[src/rtl/mmio_pkg.sv]
// Shared MMIO decode codes, UART transmitter state encoding and status-word layout.
package mmio_pkg;

  localparam logic [1:0]  PSEL_NONE      = 2'b00;
  localparam logic [1:0]  PSEL_RAM       = 2'b01;
  localparam logic [1:0]  PSEL_UART      = 2'b10;
  localparam logic [1:0]  PSEL_ETH       = 2'b11;
  localparam logic [31:0] MMIO_UART_ADDR = 32'hffff0000;

  typedef enum logic [1:0] {IDLE, START, DATA, STOP} uart_tx_state_t;

  localparam int ST_CNT_LSB = 0;
  localparam int ST_EMPTY   = 4;
  localparam int ST_FULL    = 5;
  localparam int ST_BUSY    = 6;
  localparam int ST_OVF     = 7;

  function automatic logic [31:0] pack_status(input logic ovf, input logic busy,
                                              input logic full, input logic empty,
                                              input logic [3:0] cnt);
    logic [31:0] s;
    s = '0;
    s[ST_OVF]                   = ovf;
    s[ST_BUSY]                  = busy;
    s[ST_FULL]                  = full;
    s[ST_EMPTY]                 = empty;
    s[ST_CNT_LSB+3:ST_CNT_LSB]  = cnt;
    return s;
  endfunction

endpackage

[src/rtl/uart_tx_fifo.sv]
// Power-of-two FIFO for outgoing UART bytes; a push into a full FIFO is accepted
// only when a pop frees an entry on the same edge.
module uart_tx_fifo
  import mmio_pkg::*;
#(
  parameter int DEPTH  = 8,
  parameter int DATA_W = 8
) (
  input  logic                       clk,
  input  logic                       reset_n,
  input  logic                       push,
  input  logic                       pop,
  input  logic [DATA_W-1:0]          din,
  output logic [DATA_W-1:0]          dout,
  output logic                       full,
  output logic                       empty,
  output logic [$clog2(DEPTH):0]     count
);

  localparam int AW = $clog2(DEPTH);
  localparam int CW = AW + 1;

  logic [DATA_W-1:0] mem [DEPTH];
  logic [AW-1:0]     wptr;
  logic [AW-1:0]     rptr;
  logic              do_push;
  logic              do_pop;

  assign full    = (count == CW'(DEPTH));
  assign empty   = (count == '0);
  assign do_pop  = pop & ~empty;
  assign do_push = push & (~full | do_pop);
  assign dout    = mem[rptr];

  always_ff @(posedge clk or negedge reset_n) begin
    if (!reset_n) begin
      wptr  <= '0;
      rptr  <= '0;
      count <= '0;
    end else begin
      if (do_push) wptr <= wptr + 1'b1;
      if (do_pop)  rptr <= rptr + 1'b1;
      case ({do_push, do_pop})
        2'b10:   count <= count + 1'b1;
        2'b01:   count <= count - 1'b1;
        default: count <= count;
      endcase
    end
  end

  // storage carries no reset; validity is tracked by the pointers
  always_ff @(posedge clk) begin
    if (do_push) mem[wptr] <= din;
  end

endmodule

[src/rtl/mmio_uart_tx.sv]
// MMIO UART transmitter: decoder-select store/load interface, TX FIFO and an 8N1
// LSB-first serialiser whose next frame starts straight out of the stop bit.
module mmio_uart_tx
  import mmio_pkg::*;
#(
  parameter int CLKS_PER_BIT = 434,
  parameter int FIFO_DEPTH   = 8
) (
  input  logic        clk,
  input  logic        reset_n,
  input  logic [1:0]  pselect,
  input  logic        we,
  input  logic        re,
  input  logic [31:0] writedata,
  output logic [31:0] readdata,
  output logic        tx,
  output logic        irq_empty
);

  localparam int CW = $clog2(FIFO_DEPTH) + 1;
  localparam int BW = $clog2(CLKS_PER_BIT);
  localparam logic [BW-1:0] BAUD_LAST = BW'(CLKS_PER_BIT - 1);

  logic           sel, push, rd, pop;
  logic           full, empty, busy, overflow;
  logic [7:0]     dout;
  logic [CW-1:0]  count;
  logic           unused_wdata;

  uart_tx_state_t state, state_n;
  logic [BW-1:0]  baud_cnt, baud_n;
  logic [2:0]     bit_idx, bit_n;
  logic [7:0]     shreg, shreg_n;
  logic           tx_n;
  logic           baud_end;

  assign sel          = (pselect == PSEL_UART);
  assign push         = sel & we;
  assign rd           = sel & re & ~we;
  assign busy         = (state != IDLE);
  assign irq_empty    = empty & ~busy;
  assign unused_wdata = ^writedata[31:8];
  assign readdata     = (sel & re) ? pack_status(overflow, busy, full, empty, 4'(count))
                                   : 32'h0;

  uart_tx_fifo #(.DEPTH(FIFO_DEPTH), .DATA_W(8)) u_fifo (
    .clk     (clk),
    .reset_n (reset_n),
    .push    (push),
    .pop     (pop),
    .din     (writedata[7:0]),
    .dout    (dout),
    .full    (full),
    .empty   (empty),
    .count   (count)
  );

  // a drop sets overflow; the set beats a same-edge clear by a status read
  always_ff @(posedge clk or negedge reset_n) begin
    if (!reset_n)                overflow <= 1'b0;
    else if (push & full & ~pop) overflow <= 1'b1;
    else if (rd)                 overflow <= 1'b0;
  end

  assign baud_end = (baud_cnt == BAUD_LAST);

  always_comb begin
    state_n = state;
    baud_n  = baud_cnt;
    bit_n   = bit_idx;
    shreg_n = shreg;
    pop     = 1'b0;
    case (state)
      IDLE: begin
        if (!empty) begin
          pop     = 1'b1;
          shreg_n = dout;
          baud_n  = '0;
          state_n = START;
        end
      end
      START: begin
        if (baud_end) begin
          baud_n  = '0;
          bit_n   = '0;
          state_n = DATA;
        end else begin
          baud_n = baud_cnt + 1'b1;
        end
      end
      DATA: begin
        if (baud_end) begin
          baud_n  = '0;
          shreg_n = {1'b0, shreg[7:1]};
          if (bit_idx == 3'd7) state_n = STOP;
          else                 bit_n   = bit_idx + 1'b1;
        end else begin
          baud_n = baud_cnt + 1'b1;
        end
      end
      STOP: begin
        if (baud_end) begin
          baud_n = '0;
          if (!empty) begin
            pop     = 1'b1;
            shreg_n = dout;
            state_n = START;
          end else begin
            state_n = IDLE;
          end
        end else begin
          baud_n = baud_cnt + 1'b1;
        end
      end
      default: state_n = IDLE;
    endcase
    // tx is registered from the next state so the line level lines up with the state register
    case (state_n)
      START:   tx_n = 1'b0;
      DATA:    tx_n = shreg_n[0];
      default: tx_n = 1'b1;
    endcase
  end

  always_ff @(posedge clk or negedge reset_n) begin
    if (!reset_n) begin
      state    <= IDLE;
      baud_cnt <= '0;
      bit_idx  <= '0;
      tx       <= 1'b1;
    end else begin
      state    <= state_n;
      baud_cnt <= baud_n;
      bit_idx  <= bit_n;
      tx       <= tx_n;
    end
  end

  always_ff @(posedge clk) begin
    shreg <= shreg_n;
  end

endmodule

[config.mk]
export PLATFORM = sky130hd
export DESIGN_NAME = mmio_uart_tx
export DESIGN_NICKNAME = d
export VERILOG_FILES = /design/src/rtl/mmio_pkg.sv /design/src/rtl/uart_tx_fifo.sv /design/src/rtl/mmio_uart_tx.sv
export SDC_FILE = /design/constraint.sdc
export NUM_CORES = 1
export LEC_CHECK = 0
export CORE_MARGIN = 3
export CORE_UTILIZATION = 35
export CTS_CLUSTER_DIAMETER = 50
export DETAILED_ROUTE_END_ITERATION = 8
export PLACE_DENSITY = 0.62
export SYNTH_ARGS = -nofsm -noshare
export SYNTH_HDL_FRONTEND = slang
export SYNTH_HIERARCHICAL = 1
export SYNTH_SLANG_ARGS = --single-unit
export TNS_END_PERCENT = 100
[constraint.sdc]
create_clock -name clk -period 3 [get_ports clk]
set_clock_uncertainty 0.05 [all_clocks]
set_input_delay 0.6 -clock clk [delete_from_list [all_inputs] [get_ports clk]]
set_output_delay 0.6 -clock clk [all_outputs]
set_load 0.1 [all_outputs]
# Yosys cells after proc, flatten, opt, wreduce, memory -nomap -nowiden
# Memories as Yosys holds them, arrays and structs flattened.
# Index checks and enable logic that the tools add are counted.
# W data, S select, Z words.
[classes] addsub=6 mul=0 n_div=0 order_cmp=0 eq_ne=16 n_shift=0 n_mux=28 n_bitwise=14 n_reduce_logical=10
[op_table] op="$mux W8" n=4
[op_table] op="$pmux W8 S3" n=1
[op_table] op="$mux W9" n=2
[op_table] op="$pmux W9 S2" n=1
[op_table] op="$eq A2 B2 Y1 const B" n=5
[op_table] op="$mux W2" n=5
[op_table] op="$ne A2 B2 Y1 const B" n=5
[op_table] op="$add A3 B1 Y3 const B" n=3
[op_table] op="$add A9 B1 Y9 const B" n=1
[op_table] op="$eq A9 B9 Y1 const B" n=1
[op_table] op="$mux W3" n=3
[op_table] op="$and A1 B1 Y1" n=8
[op_table] op="$pmux W2 S4" n=1
[op_table] op="$pmux W4 S2" n=1
[op_table] op="$reduce_bool A2 Y1" n=4
[op_table] op="$mux W1" n=7
[op_table] op="$eq A2 B1 Y1 const B" n=3
[op_table] op="$pmux W3 S2" n=1
[op_table] op="$not A1 Y1" n=5
[op_table] op="$add A4 B1 Y4 const B" n=1
[op_table] op="$eq A4 B4 Y1 const B" n=1
[op_table] op="$logic_not A4 Y1" n=1
[op_table] op="$pmux W1 S2" n=2
[op_table] op="$reduce_and A4 Y1" n=1
[op_table] op="7 further kinds" n=7
[word_totals] regBits=34 latch_bits=0 ramBits=64 rom_bits=0 inputBits=38 out_inout_bits=34 memories=1
[memory_table] name="u_fifo.mem" depth=8 width=8 read_ports=1 rd_ports_with_merged_regs=0 wr=1 line_no="uart_tx_fifo.sv:23" rtl="logic [DATA_W-1:0] mem [DEPTH];"

# Depth between registers and ports, before layout
# Gate-level depths: netlist (run 1).
[depth] word_depth=9 mapped_depth=14

# Modules after synthesis
# Netlist (run 1), hierarchy kept.
[by_module_without_submodules] mod="uart_tx_fifo" n_inst=1 cells_each=164 area_per_inst_um2=3155.5
[by_module_without_submodules] mod="mmio_uart_tx" n_inst=1 cells_each=187 area_per_inst_um2=1715.4

# Worst setup path before layout (run 1)
# OpenSTA, ideal clock, no wires.
[synth_timing] path_type="reg-to-output" from="reg u_fifo.count[1]" to="out readdata[4]" arrival_ns=2.699 required_time_ns=2.350 slack_ns=-0.349 path_stages_with_launch=7 path_buffers=2 cell_sequence="dfrtp_1 -> or3_1 -> buf_6 -> nor2_1 -> buf_2 -> inv_1 -> nor2_1"
[synth_between] elab_chain_cells=2
[synth_lines] element="start, declared" line_no="uart_tx_fifo.sv:17" rtl="output logic [$clog2(DEPTH):0] count"
[synth_lines] element="start signal, assigned" line_no="uart_tx_fifo.sv:44" rtl="2'b10: count <= count + 1'b1;"
[synth_lines] element="start signal, assigned" line_no="uart_tx_fifo.sv:45" rtl="2'b01: count <= count - 1'b1;"
[synth_lines] element="start signal, assigned" line_no="uart_tx_fifo.sv:46" rtl="default: count <= count;"
[synth_lines] element="$logic_not A4 Y1" line_no="uart_tx_fifo.sv:30" rtl="assign empty = (count == '0);"
[synth_lines] element="via empty" line_no="mmio_uart_tx.sv:25" rtl="logic full, empty, busy, overflow;"
[synth_lines] element="$mux W8" line_no="mmio_uart_tx.sv:43" rtl="assign readdata = (sel & re) ? pack_status(overflow, busy, full, empty, 4'(count))"
[synth_lines] element="end, declared" line_no="mmio_uart_tx.sv:15" rtl="output logic [31:0] readdata,"
# The timed path passes the listed nets, and every way through them passes these cells.

# Worst setup path in the final report (run 1)
[layout_timing] from="reg baud_cnt[6]" to="reg u_fifo.count[3]"
[layout_between] elab_chain_cells=8
[layout_lines] element="start, declared" line_no="mmio_uart_tx.sv:31" rtl="logic [BW-1:0] baud_cnt, baud_n;"
[layout_lines] element="start signal, assigned" line_no="mmio_uart_tx.sv:133" rtl="baud_cnt <= baud_n;"
[layout_lines] element="$eq A9 B9 Y1 (*)" line_no="mmio_uart_tx.sv:65" rtl="assign baud_end = (baud_cnt == BAUD_LAST);"
[layout_lines] element="$mux W1 (*)" line_no="mmio_uart_tx.sv:102" rtl="if (baud_end) begin"
[layout_lines] element="$pmux W1 S2 (*)" line_no="mmio_uart_tx.sv:73" rtl="case (state)"
[layout_lines] element="via pop" line_no="mmio_uart_tx.sv:24" rtl="logic sel, push, rd, pop;"
[layout_lines] element="$and A1 B1 Y1 (*)" line_no="uart_tx_fifo.sv:31" rtl="assign do_pop = pop & ~empty;"
[layout_lines] element="$or A1 B1 Y1" line_no="uart_tx_fifo.sv:32" rtl="assign do_push = push & (~full | do_pop);"
[layout_lines] element="$and A1 B1 Y1" line_no="uart_tx_fifo.sv:32"
[layout_lines] element="$eq A2 B1 Y1 / $eq A2 B2 Y1 (equally long branches)" line_no="uart_tx_fifo.sv:43" rtl="case ({do_push, do_pop})"
[layout_lines] element="$pmux W4 S2 / $reduce_bool A2 Y1 (equally long branches)"
# Mark *: on every way through the listed nets, which the timed path passes. The rest lies on a longest branch.
# A chain may end at the register's enable or synchronous reset.

==> results of run 1 <==
per-layer routing:
layer	vias to the layer above	share of wire
li1	1374	-
met1	1441	0.42
met2	58	0.54
met3	9	0.038
met4	0	0.011
met5	-	0
flip-flops by register name, indices dropped and copies added (netlist names):
signal / cells
u_fifo/mem: 64
bit_idx: 3
u_fifo/wptr: 3
u_fifo/count: 4
state: 2
tx: 1
overflow: 1
shreg: 8
u_fifo/rptr: 3
baud_cnt: 9
power breakdown:
| part | internal (µW) | switching (µW) | total, µW |
|---|---|---|---|
| Combinational | 216 | 388 | 604 |
| Sequential | 1530 | 57.3 | 1590 |
| Clock | 578 | 509 | 1090 |
| Total | 2330 | 955 | 3280 |
cells in the final DEF (no fill, tap or decap), types with 3 or more instances in the layout:
cell / netlist / layout
or3_1: 5 / 4
dfrtp_1: 25 / 25
edfxtp_1: 71 / 71
clkdlybuf4s50_1: 0 / 13
a22o_1: 7 / 7
a21o_1: 3 / 3
xor2_1: 5 / 5
buf_12: 1 / 9
and3_1: 7 / 7
nand4_1: 3 / 3
nand2b_1: 5 / 5
mux2_2: 10 / 9
clkbuf_16: 0 / 9
mux2_4: 2 / 3
o21ai_0: 14 / 14
conb_1: 1 / 24
nand2_1: 24 / 24
inv_1: 13 / 10
nand3_1: 7 / 6
mux4_1: 16 / 16
nor3_1: 8 / 8
mux2i_1: 10 / 10
ha_1: 14 / 14
nor2_1: 24 / 23
a21oi_1: 6 / 5
xnor2_1: 5 / 5
buf_4: 24 / 32
per-stage QoR:
step / utilization / hold slack (ns) / cells / instance area (µm²)
2_1_floorplan: - / 0.254 / 374 / 4970
3_3_place_gp: 0.409 / 0.461 / 568 / 5480
3_5_place_dp: 0.409 / 0.476 / 568 / 5480
4_1_cts: 0.430 / 0.497 / 584 / 5770
5_1_grt: 0.433 / 0.527 / 584 / 5800
6_report: 0.433 / 0.495 / 584 / 5800
kinds of logic (layout without fill, tap and decap cells):
kind of cell             count (synthesis)  in the layout
AO/OA/AOI/OAI                           44             44
XOR/XNOR                                10             10
adder cells (fa/ha/maj)                 15             15
buffers and inverters                   49             83
flip-flops                              98             98
multiplexers                            38             38
other                                    1             24
AND/OR/NAND/NOR                         96             96
synthesized netlist by cell type, types with 6 or more instances:
master     n  area share
a21oi_1    6      0.0062
a22o_1     7       0.013
and3_1     7      0.0090
buf_4     24       0.037
dfrtp_1   25        0.13
edfxtp_1  71        0.44
ha_1      14       0.036
inv_1     13       0.010
mux2_2    10       0.023
mux2i_1   10       0.021
mux4_1    16       0.086
nand2_1   24       0.018
nand3_1    7      0.0072
nor2_1    24       0.018
nor3_1     8      0.0082
o21ai_0   14       0.014
cell type report:
| class | instances | area [µm²] |
|---|---|---|
| fill | 1237 | 7600 |
| sequential | 98 | 2800 |
| multi-input combinational | 227 | 1880 |
| timing repair buffer | 54 | 551 |
| clock buffer | 9 | 225 |
| tap | 176 | 220 |
| clock inverter | 7 | 65.1 |
| inverter | 13 | 51.3 |
how the worst min path moves through the flow:
stage                               from              to  slack (ns)  cells past startpoint
final                         bit_idx[1]      bit_idx[1]        0.50                      1
after floorplan                  reset_n     baud_cnt[0]        0.25                      0
after detailed placement      bit_idx[1]      bit_idx[1]        0.48                      1
after global routing          bit_idx[2]      bit_idx[2]        0.53                      1
after global placement    u_fifo/wptr[0]  u_fifo/wptr[0]        0.46                      2
after CTS                       overflow        overflow        0.50                      2
worst max-delay path: stages (launching register included):
cell,delay (ns)
dfrtp_1,0.39
nor4b_2,0.27
buf_4,0.17
a31oi_2,0.10
or3_4,0.40
inv_4,0.06
o21ai_2,0.05
or2_4,0.23
inv_2,0.06
ha_1,0.22
a211o_1,0.34
nand3_2,0.10
mux2_4,0.29
nand3b_1,0.07
==> results_dict.tcl, run 1 <==
set metrics [dict create \
    worstMarginPinSlew_ns 1.08 \
    cts_htree_levels 3 \
    reg2reg_depth 13 \
    grt_usage 0.123 \
    vdd_drop_max_mv 0.345 \
    grt_start_max_net_pins 27 \
    ys_ff_latch 98 \
    startpoint_type "register" \
    postCtsResizedCells 0 \
    start_util 0.363 \
    grt_pass1_wl_mm 14.5 \
    drtIter0Drc 113 \
    reg2reg_slack_ns 0.11 \
    dr.pass1.iters 4 \
    drt_wl_total_mm 8.87 \
    clk_pin_slew_ns 0.07 \
    finalPower_uw 3280 \
    io_pins 72 \
    cts_buffer_depth 2 \
    wl_per_cell_um 15.2 \
    fin_crit_sh 0.962 \
    slew_viol_final 0 \
    synthArstFlopShare 0.265 \
    ys_warn_count 6 \
    antenna_found_initial 0 \
    hold_class "register to register" \
    met2_usage 0.221 \
    syn2layout_area_growth_pct 19.1 \
    num_vias 2882 \
    syn-cell-area_um2 4870 \
    final_nets 456 \
    synthAdderAreaFrac 0.0401 \
    synthXorXnorAreaFrac 0.0180 \
    viasPerCell 4.93 \
    synth-edff-count 71 \
    hpwl_mm 6.13 \
    gp_congestion 0.777 \
    critPathKind "register to register" \
    synth_flop_cell "edfxtp_1" \
    syn_avg_cell_area_um2 13.9 \
    critPathArrivalTime_ns 3.11 \
    p_leak_uw 0.00225 \
    cts_setup_buffers 0 \
    drive_gt1_frac 0.223 \
    relSlewSlack 0.274 \
    grt-ovfl-total 0 \
    clock_latency_ns 0.34 \
    required_ns 3.22 \
    grtUsageMet3 0.0309 \
    grt_pass1_vias 2865 \
    endpoint "u_fifo/count[3]" \
    cp-end-kind "register" \
    status "complete, no violations" \
    cts_hold_buf 0 \
    met1_usage 0.145 \
    cts_buffers 9 \
    seq_area_frac_synth 0.576 \
    cts_tree "built" \
    postLayoutSetupSlackWorst_ns 0.113 \
    setup_total_negative_slack_ns 0 \
    period_needed_ns 2.89 \
    setup_violations 0 \
    pwr_density_cell_nw_per_um2 566 \
    synth.area.mux_share 0.136 \
    crit_start "baud_cnt[6]" \
    dp_worst_setup_slack_ns 0.0520 \
    worstReg2RegEnd "u_fifo/count[3]" \
    rows 42 \
    hold_violations 0 \
    cap_violations 0 \
    port_buffers 23 \
    cts.sinks 98 \
    root_buffer "clkbuf_16" \
    synth-compound-area-share 0.0660 \
    drc_errors 0 \
    path_max_fanout 3 \
    antenna_cells 0 \
    synthSimpleGateAreaFrac 0.0997 \
    core_um2 13400 \
    synth_top_family_by_area "multiplexers" \
    die_area_um2 15400 \
    gr-max-usage-layer "met2" \
    ant_nets 0 \
    dieWidth_um 124 \
    max_freq_mhz 346 \
    die_h_um 124 \
    netlist_instances 351 \
    ys_types 55 \
    r2r_start "baud_cnt[6]" \
]
Note: power is estimated with default switching activity, not from simulation.
==> run 2, diff against run 1 <==
- clock period: 3 -> 2.3 ns (I/O delays scaled with it)
==> results_dict.tcl, run 2 (synthesis gave the netlist of run 1 again) <==
set metrics [dict create \
    hold_class "input port to async pin" \
    reg_top3 "u_fifo/mem (64), baud_cnt (9), shreg (8)" \
    clock_latency_ns 0.35 \
    r2r_start "baud_cnt[6]" \
    clk_pin_slew_ns 0.07 \
    top_register "u_fifo/mem" \
    core_um2 13400 \
    worstReg2RegEnd "u_fifo/count[3]" \
    io_pins 72 \
    design_area_um2 6490 \
    die_area_um2 15400 \
    postLayoutSetupSlackWorst_ns -0.592 \
    largest_register_ffs 64 \
    pwr_density_cell_nw_per_um2 724 \
    status "finished with violations" \
    die_h_um 124 \
    num_vias 3042 \
    hold_violations 0 \
    p_leak_uw 0.00254 \
    final_nets 497 \
    grt_pass1_wl_mm 15.5 \
    path_max_fanout 2 \
    rows 42 \
    start_util 0.363 \
    root_buffer "clkbuf_16" \
    viasPerCell 4.87 \
    cts_buffer_depth 2 \
    drive_gt1_frac 0.356 \
    drtIter0Drc 204 \
    reg2reg_depth 12 \
    wl_per_cell_um 15.6 \
    cp-end-kind "register" \
    hold_slack_ns 0.439 \
    syn2layout_area_growth_pct 33.3 \
    grt-ovfl-total 0 \
    crit_start "baud_cnt[6]" \
    antenna_cells 0 \
    drt_wl_total_mm 9.75 \
    critPathArrivalTime_ns 3.12 \
    drc_errors 0 \
    fin_crit_sh 1.26 \
    cts_tree "built" \
    cts_htree_levels 3 \
    startpoint_type "register" \
    final_common_cell "edfxtp_1" \
    gp_congestion 0.829 \
    dr.pass1.iters 4 \
    critPathKind "register to register" \
    cts_buffers 9 \
    slew_viol_final 0 \
    cap_violations 0 \
    vdd_drop_max_mv 0.355 \
    cts.sinks 98 \
    grt_start_max_net_pins 27 \
    final_util 0.485 \
    hpwl_mm 6.64 \
    grt_usage 0.133 \
    period_needed_ns 2.89 \
    antenna_found_initial 0 \
    final_cell_mix "edfxtp_1, buf_4, dfrtp_1" \
    setup_violations 73 \
    ant_nets 0 \
    max_freq_mhz 346 \
    grt_pass1_vias 3029 \
    reg2reg_slack_ns -0.59 \
    violations "negative setup slack" \
    dieWidth_um 124 \
    placed_area_um2 5820 \
    port_buffers 23 \
    required_ns 2.53 \
    rsz0062_at_grt "yes" \
]
-- run 2: cell types whose count changed in the layout (fill, tap and decap cells not counted), moves of 4 or more --
cell / previous run / this run
nand2_1: 24 / 20
buf_6: 0 / 13
nor2_4: 1 / 8
nor2_1: 23 / 14
buf_4: 32 / 50
buf_12: 9 / 18
-- run 2: worst max path at each step --
stage	end	cells past startpoint
floorplan	u_fifo/count[3]	14
global placement	u_fifo/count[3]	12
detailed placement	u_fifo/count[3]	12
CTS	u_fifo/count[3]	12
global route	u_fifo/count[3]	12
finish	u_fifo/count[3]	12
-- run 2: worst max-delay path: stages, from the launching register on --
cell and delay (ns):
dfrtp_1 0.41, nor4b_4 0.39, a31oi_2 0.17, or3_4 0.37
inv_4 0.08, o21ai_4 0.05, or2_4 0.24, inv_2 0.10
ha_4 0.20, a211o_1 0.31, nand3_2 0.11, mux2_4 0.30
nand3b_1 0.07
-- run 2: layout make-up --
class                      count  area (µm²)
clock buffer                   9         225
clock inverter                 7        71.3
fill                        1108        6910
inverter                      13        55.1
multi-input combinational    227        2090
sequential                    98        2800
tap                          176         220
timing repair buffer          95        1030
-- run 2: power breakdown --
| group | internal [µW] | total [µW] | switching (µW) |
|---|---|---|---|
| logic | 468 | 1110 | 647 |
| registers | 2000 | 2090 | 94.3 |
| clock network | 773 | 1490 | 722 |
-- run 2: through the flow --
stage | setup TNS (ns) | cells | power (µW) | worst slack, ns
2_1_floorplan | -12.18 | 374 | 2790 | -0.556
3_3_place_gp | -21.39 | 588 | 3030 | -0.503
3_5_place_dp | -26.41 | 588 | 3050 | -0.649
4_1_cts | -20.61 | 617 | 4670 | -0.481
5_1_grt | -39.53 | 625 | 4920 | -0.703
6_report | -31.38 | 625 | 4700 | -0.592
-- run 2: routing by layer --
layer	wire length, µm	vias to the layer above	global-route usage
met3	314	14	0.0309
met1	4260	1510	0.163
li1	-	1461	-
met5	0	-	0
met4	153	0	0.0459
met2	5030	57	0.231
-- run 2: timing repair --
| action | 4_1_cts | 5_1_grt |
|---|---|---|
| setup endpoints to repair | 74 | 75 |
| gates resized for setup | 30 | 13 |
| setup buffers | 13 | 12 |
| pin swaps | 8 | 7 |
| hold buffers | 0 | 0 |
